File: config.mk
export PLATFORM = sky130hd
export DESIGN_NAME = dcache_refill_unit
export DESIGN_NICKNAME = d
export VERILOG_FILES = /design/src/rtl/dcache_refill_unit.sv
export SDC_FILE = /design/constraint.sdc
export NUM_CORES = 1
export LEC_CHECK = 0
export ABC_AREA = 1
export ABC_CLOCK_PERIOD_IN_PS = 12600
export CAP_MARGIN = 20
export CORE_AREA = 10 10 281 283
export CTS_CLUSTER_DIAMETER = 80
export CTS_CLUSTER_SIZE = 20
export DETAILED_ROUTE_END_ITERATION = 8
export DIE_AREA = 0 0 291 293
export GPL_TIMING_DRIVEN = 0
export PLACE_DENSITY = 0.71
export SYNTH_ARGS = -nofsm -noshare
export SYNTH_HDL_FRONTEND = slang
export SYNTH_SLANG_ARGS = --single-unit
File: constraint.sdc
create_clock -name clock -period 12.6 [get_ports clock]
set_clock_uncertainty 0.2 [all_clocks]
set_input_delay 1.26 -clock clock [delete_from_list [all_inputs] [get_ports clock]]
set_output_delay 1.26 -clock clock [all_outputs]
set_load 0.005 [all_outputs]
File: src/rtl/dcache_refill_unit.sv
// dcache_refill_unit: miss-handling refill engine for the data cache.
// Accepts one block miss, issues a block-aligned memory read, collects
// block_size 64-bit beats in ascending order, then performs a single
// full-block write into the cache array. In that same cycle it returns the
// requested double word to the core.
//
// Ports:
//   clock, reset        - single clock, synchronous active-high reset
//   miss_*              - miss request from the load/store path (valid/ready)
//   mem_req_*           - block read request to memory (valid/ready)
//   mem_resp_*          - response beats, double word 0 first
//   write_*             - cache array write port (strobe, line, block, tag, mask)
//   refill_done/_data   - completion pulse and requested double word
//   busy                - engine is not idle
module dcache_refill_unit #(
    parameter  int unsigned double_word_offset_width = 3,
    parameter  int unsigned line_width               = 6,
    localparam int unsigned block_size               = 1 << double_word_offset_width,
    localparam int unsigned tag_width                = 32 - double_word_offset_width - 3 - line_width
) (
    input  logic                      clock,
    input  logic                      reset,
    input  logic                      miss_valid,
    output logic                      miss_ready,
    input  logic [31:0]               miss_address,
    output logic                      mem_req_valid,
    input  logic                      mem_req_ready,
    output logic [31:0]               mem_req_address,
    input  logic                      mem_resp_valid,
    input  logic [63:0]               mem_resp_data,
    output logic                      write_in,
    output logic [line_width-1:0]     write_line_index,
    output logic [64*block_size-1:0]  write_block,
    output logic [tag_width-1:0]      write_tag,
    output logic [block_size-1:0]     write_mask,
    output logic                      refill_done,
    output logic [63:0]               refill_data,
    output logic                      busy
);

    localparam int unsigned CNT_W    = double_word_offset_width;
    localparam int unsigned LINE_LSB = double_word_offset_width + 3;
    localparam int unsigned TAG_LSB  = LINE_LSB + line_width;
    localparam int unsigned BLOCK_W  = 64 * block_size;

    typedef enum logic [1:0] {
        IDLE,
        REQ,
        RECV,
        WRITE
    } state_e;

    state_e             state_q, state_d;
    logic [CNT_W-1:0]   counter_q, counter_d;
    logic [31:3]        addr_q, addr_d;
    logic [BLOCK_W-1:0] buf_q, buf_d;

    // Byte-within-double-word bits never influence a refill.
    logic unused_byte_bits;
    assign unused_byte_bits = ^miss_address[2:0];

    // State and beat counter are reset; address and buffer are don't-care until written.
    always_ff @(posedge clock) begin
        if (reset) begin
            state_q   <= IDLE;
            counter_q <= '0;
        end else begin
            state_q   <= state_d;
            counter_q <= counter_d;
        end
    end

    always_ff @(posedge clock) begin
        addr_q <= addr_d;
        buf_q  <= buf_d;
    end

    // Next-state, datapath updates and output decode.
    always_comb begin
        state_d          = state_q;
        counter_d        = counter_q;
        addr_d           = addr_q;
        buf_d            = buf_q;
        miss_ready       = 1'b0;
        mem_req_valid    = 1'b0;
        write_in         = 1'b0;
        write_mask       = '0;
        refill_done      = 1'b0;
        busy             = (state_q != IDLE);
        mem_req_address  = {addr_q[31:LINE_LSB], {LINE_LSB{1'b0}}};
        write_line_index = addr_q[TAG_LSB-1:LINE_LSB];
        write_tag        = addr_q[31:TAG_LSB];
        write_block      = buf_q;
        refill_data      = buf_q[{addr_q[LINE_LSB-1:3], 6'b0} +: 64];

        unique case (state_q)
            IDLE: begin
                // Ready is masked by reset so no miss can be taken while resetting.
                miss_ready = ~reset;
                if (miss_valid && !reset) begin
                    addr_d  = miss_address[31:3];
                    state_d = REQ;
                end
            end
            REQ: begin
                mem_req_valid = 1'b1;
                if (mem_req_ready) begin
                    counter_d = '0;
                    state_d   = RECV;
                end
            end
            RECV: begin
                if (mem_resp_valid) begin
                    buf_d[{counter_q, 6'b0} +: 64] = mem_resp_data;
                    counter_d = counter_q + CNT_W'(1);
                    if (counter_q == CNT_W'(block_size - 1)) begin
                        state_d = WRITE;
                    end
                end
            end
            WRITE: begin
                write_in    = 1'b1;
                write_mask  = '1;
                refill_done = 1'b1;
                state_d     = IDLE;
            end
            default: begin
                state_d = IDLE;
            end
        endcase
    end

endmodule

# Word level (Yosys, flattened, before mapping)
# Cells that the tools add are included.
# op_classes
n_bitwise,1
reduce_logical,9
shift,3
eq_ne,8
muxes,13
add_sub_neg,2
# op_table
op,n
$bwmux 512,1
$shift 64x11->512 const A,1
$shiftx 512x10->64,1
$shiftx 64x11->512,1
$neg 9->11,1
$mux 2,4
$mux 8,1
$ne 2x2->1 const B,4
$pmux 2 s4,1
$mux 3,2
$pmux 3 s2,1
$eq 2x2->1 const B,2
$reduce_and 2->1,2
$reduce_and 4->1,1
$reduce_bool 2->1,2
$add 3x1->3 const B,1
$eq 3x3->1 const B,1
$mux 1,3
$reduce_and 3->1,1
$eq 2x1->1 const B,1
$logic_not 2->1,1
$logic_and 1x1->1,1
$logic_not 1->1,1
$not 1->1,1
# word_totals
regBits,546

# Depth between registers and ports, before layout
# depth
word_depth,4
depth_mapped,11
mapped_depth_nobuf,9

# Worst setup path before layout
# OpenSTA, ideal clock, no wires.
# synth_timing
path_kind,input to register
from,input port mem_resp_valid
to,"register buf_q[100], in the netlist write_block[100], enable pin"
required_ns,11.835
t_arrival_ns,5.839
path_stages,2
setup_slack_ns,5.997
path_cell_list,nand2_1 > nor3_1
# synth_between
elab_chain_cells,1
# synth_lines
item,line,rtl
start: declaration,29,"input logic mem_resp_valid,"
$reduce_and 2->1 (no line),-,
end signal: assignment,75,buf_q <= buf_d;
end: declaration,56,"logic [BLOCK_W-1:0] buf_q, buf_d;"
# No other way between the ends.
# A chain may end at the register's enable or synchronous reset.

# Final worst setup path
# layout_timing
from,register addr_q[3] in the netlist's numbering
to,output port refill_data[4]
# layout_between
elab_chain_cells,1
# layout_lines
item,line,rtl
start: declaration,55,"logic [31:3] addr_q, addr_d;"
start signal: assignment,74,addr_q <= addr_d;
$shiftx 512x10->64,94,"refill_data = buf_q[{addr_q[LINE_LSB-1:3], 6'b0} +: 64];"
end: declaration,37,"output logic [63:0] refill_data,"
# No other way between the ends.

==> out/qor.yml <==
max_slew_margin: 0.157
period_minus_slack_ns: 5.45
drv_cap: 0
ys_seq_area_frac: 0.641
final_common_cell: "nor2_1"
syn_avg_cell_area_sq_um: 9.48
clock_sinks: 546
port_buffers: 738
ys_types: 25
routabilityCongestion: 0.951
ioPinCount: 748
drc: 0
rsz0062_at_grt: "false"
initial_core_util: 0.346
drtAntennaViolNets: 0
peakVddDrop_v: 0.000195
path_clk_slew_ns: 0.09
finalSetupViolCount: 0
fin_crit_sh: 0.433
power.density_nw_per_um2: 149
die-area_sq_um: 85300
grt.overflow.total: 0
nNetsFinal: 3659
numCtsBuffers: 37
drive_gt1_frac: 0.0848
dp_hpwl_um: 117000
htreeDepth: 2
wire_per_inst_um: 34.7
drt_iter0_markers: 4454
synthTopCellsByArea: "edfxtp_1 (64%), nor2_1 (15%), nand2_1 (6.3%), o21ai_0 (4.3%), buf_4 (2.1%)"
clk_latency_ns: 0.58
synth_top_area_share: 0.637
fp.dieH_um: 293
cp.required_ns: 11.14
clock.fmax_ghz: 0.183
drt_wl_total_um: 158000
slew_violations: 0
ys_ff_latch: 546
via_per_inst: 5.71
fill_cells: 6779
first_global_vias: 24359
crit_fanout: 10
fin_setup_tns_ns: 0
critical_path_class: "reg -> out"
hold_viol: 0
syn2layout_area_growth_pct: 42.8
synth_cells: 2688
grtUsageTotal: 0.352
post_cts_buffers: 0
cp-end-kind: "output pin"
yosysWarnings: 0
cp.arrival_ns: 3.99
cts_tree: "built"
ctsHoldBuffers: 0
antenna_found_initial: 13
ctsResizeCount: 0
synth_top_cell_by_area: "edfxtp_1"
outcome: "finished, final reports clean"
clockBufferDepth: 3
root_buffer: "clkbuf_16"
rows: 100
final_cell_mix: "nor2_1 (987), clkdlybuf4s50_1 (738), edfxtp_1 (541)"
leakagePower_uw: 0.0138
worstHoldPathType: "reg -> reg"
dr_total_vias: 25919
grt_max_degree: 23
syn-cell-area_sq_um: 25500
coreArea_sq_um: 73600
cp-start-kind: "register"
hold_slack_ns: 0.307
grt_pass1_wl_um: 207000
drt_first_pass_iters: 6
die_x_um: 291
tightestPinTransition_ns: 1.26
==> Yosys cell counts (all sizes together) <==
cell type / number
edfxtp: 541
dfxtp: 5
o21ai: 321
nand3: 10
buf: 181
clkbuf: 58
nor2: 989
a31oi: 1
o21a: 1
ha: 12
nor3: 23
conb: 1
inv: 113
nand3b: 1
nand2: 427
o211ai: 1
a21oi: 3
==> per-stage QoR <==
step / utilization / std cells / worst slack [ns] / instance area [sq um] / total power, uW
floorplan: - / 2693 / 6.00 / 25500 / 2850
global placement: 0.464 / 4400 / 0.242 / 34100 / 3960
detailed placement: 0.478 / 4476 / 7.94 / 35200 / 4050
CTS: 0.495 / 4530 / 7.30 / 36400 / 5330
global route: 0.495 / 4532 / 7.21 / 36400 / 5490
finish: 0.495 / 4538 / 7.15 / 36400 / 5430
==> worst paths after layout <==
kind,cells after the start,startpoint,slack [ns],endpoint
max,8,addr_q[3],7.15,refill_data[4]
min,2,counter_q[2],0.31,counter_q[2]
max reg2reg,12,counter_q[0],8.59,write_block[319]
min reg2reg,2,counter_q[2],0.31,counter_q[2]
==> worst max-delay path: stages (launching register included) <==
cell and delay [ns]:
edfxtp_1 0.56, inv_2 0.13, buf_2 0.51, clkbuf_1 0.95, o21ai_0 0.29, o21ai_1 0.14, nand2_1 0.06, nand2_1 0.10
clkdlybuf4s50_1 0.62
==> cells by family (layout without fill, tap and decap cells) <==
| family | count (synthesis) | in the layout | share of synthesized area |
|---|---|---|---|
| AOI/OAI and AO/OA | 327 | 327 | 0.0644 |
| adders and majority gates | 12 | 12 | 0.00589 |
| buffers and inverters | 352 | 1220 | 0.0719 |
| DFF | 546 | 546 | 0.641 |
| other | 1 | 14 | 0.000147 |
| and+or+nand+nor | 1450 | 1450 | 0.216 |
==> power by group <==
group	internal [uW]	switching, uW
registers	2080	36.5
logic	524	1450
clock network	645	694
total	3250	2180
==> state kept, by name (all words and copies together), names as in the netlist <==
name	cells
write_block	512
addr_q	29
counter_q	3
state_q	2
==> final cells by class <==
class	instances	area (sq um)	share of cell area
Antenna cell	8	20.0	0.000550
Buffer	239	1420	0.0389
Clock buffer	43	1000	0.0275
Clock inverter	11	189	0.00519
Inverter	113	424	0.0117
Multi-Input combinational cell	1795	7380	0.203
Sequential cell	546	16300	0.449
Tap cell	969	1210	0.0333
Timing Repair Buffer	814	8410	0.231
==> metal layers <==
layer	GRT usage	up-vias	share of wire
met4	0.195	12	0.069
li1	-	10444	-
met2	0.540	2595	0.43
met3	0.122	536	0.15
met1	0.428	12332	0.35
met5	0	-	0.00052
No activity file was read; power rests on OpenSTA's default activity.
